File: config.mk
export PLATFORM = sky130hd
export DESIGN_NAME = alu_sched
export DESIGN_NICKNAME = d
export VERILOG_FILES = /design/src/rtl/alu_sched.sv
export SDC_FILE = /design/constraint.sdc
export NUM_CORES = 1
export LEC_CHECK = 0
export CELL_PAD_IN_SITES_DETAIL_PLACEMENT = 1
export CELL_PAD_IN_SITES_GLOBAL_PLACEMENT = 1
export CORE_AREA = 2 2 171 173
export CTS_CLUSTER_DIAMETER = 30
export DETAILED_ROUTE_END_ITERATION = 12
export DIE_AREA = 0 0 173 175
export PLACE_DENSITY = 0.71
export SLEW_MARGIN = 5
export SYNTH_ARGS = -nofsm -noshare
export SYNTH_HDL_FRONTEND = slang
export SYNTH_SLANG_ARGS = --single-unit
File: constraint.sdc
create_clock -name clk -period 13.11 [get_ports clk]
set_input_delay 3.933 -clock clk [delete_from_list [all_inputs] [get_ports clk]]
set_output_delay 3.933 -clock clk [all_outputs]
set_load 0.02 [all_outputs]
File: src/rtl/alu_sched.sv
// Shares one combinational ALU between NREQ requesters: round-robin arbitration with
// an optional bounded lock, a registered result return, and the architectural NZCV register.
module alu_sched #(
  parameter int unsigned NREQ     = 4,
  parameter int unsigned DW       = 32,
  parameter int unsigned LOCK_MAX = 8
) (
  input  logic              clk,
  input  logic              rst,
  input  logic [NREQ-1:0]   req,
  input  logic [NREQ-1:0]   req_lock,
  input  logic [NREQ*4-1:0] req_aluop,
  input  logic [NREQ*DW-1:0] req_opa,
  input  logic [NREQ*DW-1:0] req_opb,
  input  logic [NREQ-1:0]   req_flagin,
  output logic [NREQ-1:0]   gnt,
  output logic [3:0]        alu_aluop,
  output logic [DW-1:0]     alu_opa,
  output logic [DW-1:0]     alu_opb,
  input  logic [DW-1:0]     alu_result,
  input  logic [3:0]        alu_flag_raw,
  output logic [NREQ-1:0]   rsp_valid,
  output logic [DW-1:0]     rsp_result,
  output logic [3:0]        flag,
  output logic              locked,
  output logic [2:0]        owner
);

  localparam int unsigned IW = (NREQ > 1) ? $clog2(NREQ) : 1;
  localparam int unsigned CW = $clog2(LOCK_MAX + 1);

  typedef enum logic {ARB, LOCK} state_t;

  state_t        state, stateNxt;
  logic [IW-1:0] rrPtr, ptrNxt;
  logic [IW-1:0] ownerQ, ownerNxt;
  logic [CW-1:0] lockCnt, cntNxt;
  logic [IW-1:0] win;
  logic          winValid;
  logic          found;
  int unsigned   cand;
  int unsigned   base;

  // Arbitration, lock sequencing and ALU operand steering.
  always_comb begin
    stateNxt  = state;
    ptrNxt    = rrPtr;
    ownerNxt  = ownerQ;
    cntNxt    = lockCnt;
    win       = ownerQ;
    winValid  = 1'b0;
    found     = 1'b0;
    cand      = 0;
    base      = 0;
    gnt       = '0;
    alu_aluop = '0;
    alu_opa   = '0;
    alu_opb   = '0;

    case (state)
      ARB: begin
        for (int unsigned k = 0; k < NREQ; k++) begin
          cand = 32'(rrPtr) + k;
          if (cand >= NREQ) cand = cand - NREQ;
          if (!found && req[cand[IW-1:0]]) begin
            found = 1'b1;
            win   = cand[IW-1:0];
          end
        end
        if (found) begin
          winValid = 1'b1;
          ptrNxt   = (win == IW'(NREQ - 1)) ? '0 : win + 1'b1;
          ownerNxt = win;
          if (req_lock[win]) begin
            stateNxt = LOCK;
            cntNxt   = '0;
          end
        end
      end
      LOCK: begin
        // lockCnt counts grants made while locked; the budget ends the chain without a grant.
        if (lockCnt == CW'(LOCK_MAX) || !req[ownerQ]) begin
          stateNxt = ARB;
        end else begin
          winValid = 1'b1;
          if (req_lock[ownerQ]) cntNxt = lockCnt + 1'b1;
          else                  stateNxt = ARB;
        end
      end
      default: stateNxt = ARB;
    endcase

    if (rst) winValid = 1'b0;

    if (winValid) begin
      base      = 32'(win);
      gnt[win]  = 1'b1;
      alu_aluop = req_aluop[base*4 +: 4];
      alu_opa   = req_opa[base*DW +: DW];
      alu_opb   = req_opb[base*DW +: DW];
    end
  end

  // State, pointer, response and flag registers.
  always_ff @(posedge clk or posedge rst) begin
    if (rst) begin
      state      <= ARB;
      rrPtr      <= '0;
      ownerQ     <= '0;
      lockCnt    <= '0;
      rsp_valid  <= '0;
      rsp_result <= '0;
      flag       <= '0;
    end else begin
      state     <= stateNxt;
      rrPtr     <= ptrNxt;
      ownerQ    <= ownerNxt;
      lockCnt   <= cntNxt;
      rsp_valid <= gnt;
      if (winValid) rsp_result <= alu_result;
      if (winValid && req_flagin[win]) flag <= alu_flag_raw;
    end
  end

  assign locked = (state == LOCK);
  assign owner  = 3'(ownerQ);

endmodule

==> results.toml <==
[outcome]
status = "finished clean"

[clock_tree]
cts_tree = "yes"
clk_latency_ns = 0.29
h-tree-depth = 2
cts_resized = 0
cts_sinks = 49
clockRootBuffer = "clkbuf_16"
path_clk_slew_ns = 0.07
cts_setup_buffers = 0
clock_path_buffers = 2
postCtsHoldBufs = 0
numCtsBuffers = 5

[power]
p_int_uw = 1070
power.share.clock = 0.074
p_sw_frac = 0.481
combPwrFrac = 0.793
sequentialPowerShare = 0.133
powerDensity_nw_per_um2 = 215
p_leak_uw = 0.00357
switching_power_uw = 987
ir_worst_vdd_mv = 0.118

[floorplan]
die_h_um = 175
start_util = 0.163
die_w_um = 173
dieArea_um2 = 30300
fp-row-count = 62
core-area_um2 = 28400
pin_count = 438

[route]
first_pass_iters = 4
num_vias = 5639
detail_route.wl_per_cell_um = 19.3
routed_wl_um = 24800
drcViolationCount = 0
avgViaCountPerCell = 4.39
drtIter0Drc = 234
detail-route-antenna-nets = 0

[sta]
tns_ns = 0
tightest_slew_ns = 0.818
slew_headroom = 0.453
final.period_utilization = 0.883
period_needed_ns = 11.57
hold_viol_final = 0
fmax_ghz = 0.0864
setup_viol = 0
final_max_slew_viol_count = 0
fin_skew_ns = 0.00666
rsz0062_at_grt = "false"

[logic_synthesis]
synth_cell_types = 42
syn_inst = 497
avgSynthCellArea_um2 = 9.29
synth_fp_nets = 822
async_flop_share = 1.00
yosysMostFrequentCell = "a211oi_1"
synth_area_leaders = "dfrtp_1 27%, a211oi_1 22%, mux2i_1 15%, mux2_2 9.3%, and2_1 7.3%"
yosys_warnings = 0
ys_ff_latch = 49
yosys-top-cells-count = "138 x a211oi_1, 69 x mux2i_1, 54 x and2_1, 49 x dfrtp_1, 38 x mux2_2"
synth_top_area_cell = "dfrtp_1"
netlist_area_um2 = 4620
synth-edff-count = 0
yosysTopAreaCellShare = 0.266
synth_top_flop_cell = "dfrtp_1"
seq_area_frac_synth = 0.266

[setup_path]
cp_common_cell = "a211oi_1"
crit_type = "in2out"
crit_required_ns = 9.18
cpPeakStageDelay_ns = 0.69
cp_max_fo = 40
endpoint_kind = "output pin"
arrival_ns = 7.64
cp-start-kind = "primary input"
worstPathCellList = "clkdlybuf4s50_1 > nand2b_1 > a21oi_1 > a211oi_1 > o22a_4 > buf_4 > and2_1 > a211oi_1 > a211oi_1 > clkdlybuf4s50_1"
critical-path-slowest-cell = "clkdlybuf4s50_1"
rr_worst_depth = 8

[place]
hpwlAfterDp_um = 20300
globalplace.congestion = 0.805
io_buffers = 436

[global_route]
grt_pass1_vias = 6146
grt_usage = 0.155
overflow = 0
grt_max_degree = 77
met1_usage = 0.183
grt_pass1_wl_um = 36900
gr-max-usage-layer = "met2"
grtUsageMet3 = 0.0379
antenna_found_initial = 3
use_met2 = 0.293

[hold_path]
holdPathStages = 1
hp-class = "reg2reg"

[layout]
area_growth_pct = 107
final_core_util = 0.337
nNetsFinal = 1223
layout-drive-gt1-share = 0.0812

[job]
cap_viol_max_count = 0
[registers in the layout (all words and copies together) (netlist names)]
name and flops:
ownerQ 2, rrPtr 2, flag 4, rsp_result 32, locked 1, lockCnt 4
rsp_valid 4
[cell usage in the layout, fill, tap and decap left out, types with 7 or more instances in the layout]
| cell type | count |
|---|---|
| mux2_2 | 38 |
| buf_4 | 10 |
| and2_0 | 15 |
| mux2i_1 | 69 |
| a211oi_1 | 138 |
| dfrtp_1 | 49 |
| nand2_1 | 7 |
| and2_1 | 54 |
| clkdlybuf4s50_1 | 436 |
[worst paths after layout]
| kind | end | slack, ns | start |
|---|---|---|---|
| max in group asynchronous | rsp_result[30] | 8.48 | rst |
| worst max-delay path | alu_opa[10] | 1.54 | req[1] |
| worst max register to register | flag[0] | 9.71 | rrPtr[0] |
| worst min register to register | rsp_result[11] | 0.50 | rsp_result[11] |
| worst min-delay path | rsp_result[11] | 0.50 | rsp_result[11] |
| min in group asynchronous | ownerQ[0] | 4.20 | rst |
[logic make-up (layout without fill, tap and decap cells)]
| logic type | after synthesis | count (layout) | share of synthesized area |
|---|---|---|---|
| xor gates and xnor gates | 2 | 2 | 0.00379 |
| buffers and inverters | 66 | 468 | 0.0645 |
| AOI/OAI and AO/OA | 161 | 161 | 0.263 |
| adders and majority gates | 3 | 3 | 0.00813 |
| DFF | 49 | 49 | 0.266 |
| other | 1 | 2 | 0.000812 |
| and+or+nand+nor | 105 | 105 | 0.137 |
| muxes | 110 | 110 | 0.257 |
[critical path, delay by kind of cell]
kind | cells | cell delay (ns)
buffers and inverters | 3 | 1.82
and+or+nand+nor | 2 | 0.35
AOI/OAI and AO/OA | 5 | 1.47
[stage by stage]
| stage | instances | hold WS (ns) | cell area, um2 | setup WS, ns | total power, uW |
|---|---|---|---|---|---|
| 2_1_floorplan | 497 | 0.510 | 4620 | 2.85 | 1230 |
| 3_3_place_gp | 1275 | 0.487 | 9380 | 1.60 | 1910 |
| 3_5_place_dp | 1275 | 0.493 | 9380 | 1.58 | 1920 |
| 4_1_cts | 1283 | 0.508 | 9550 | 1.57 | 2090 |
| 5_1_grt | 1283 | 0.528 | 9550 | 1.29 | 2200 |
| 6_report | 1284 | 0.504 | 9560 | 1.54 | 2050 |
[power groups by stage]
stage / Sequential [uW] / Combinational [uW] / Clock (uW)
after floorplan: 339 / 891 / 0
after global placement: 271 / 1640 / 0
after detailed placement: 276 / 1650 / 0
after CTS: 272 / 1660 / 157
after global routing: 283 / 1750 / 165
final: 272 / 1630 / 152
[metal layers]
metal  vias to the layer above  part of all wire
met2                       229              0.53
li1                       2693                 -
met1                      2707              0.41
met5                         -                 0
met4                         0            0.0053
met3                        10             0.062
[cell type report]
| type | instances | area (um2) |
|---|---|---|
| Antenna cell | 1 | 2.50 |
| Inverter | 10 | 37.5 |
| Clock inverter | 2 | 37.5 |
| Multi-Input combinational cell | 382 | 3110 |
| Fill cell | 3250 | 18800 |
| Tap cell | 384 | 480 |
| Timing Repair Buffer | 450 | 4520 |
| Sequential cell | 49 | 1230 |
| Clock buffer | 6 | 139 |
Note: power is estimated with default switching activity, not from simulation.
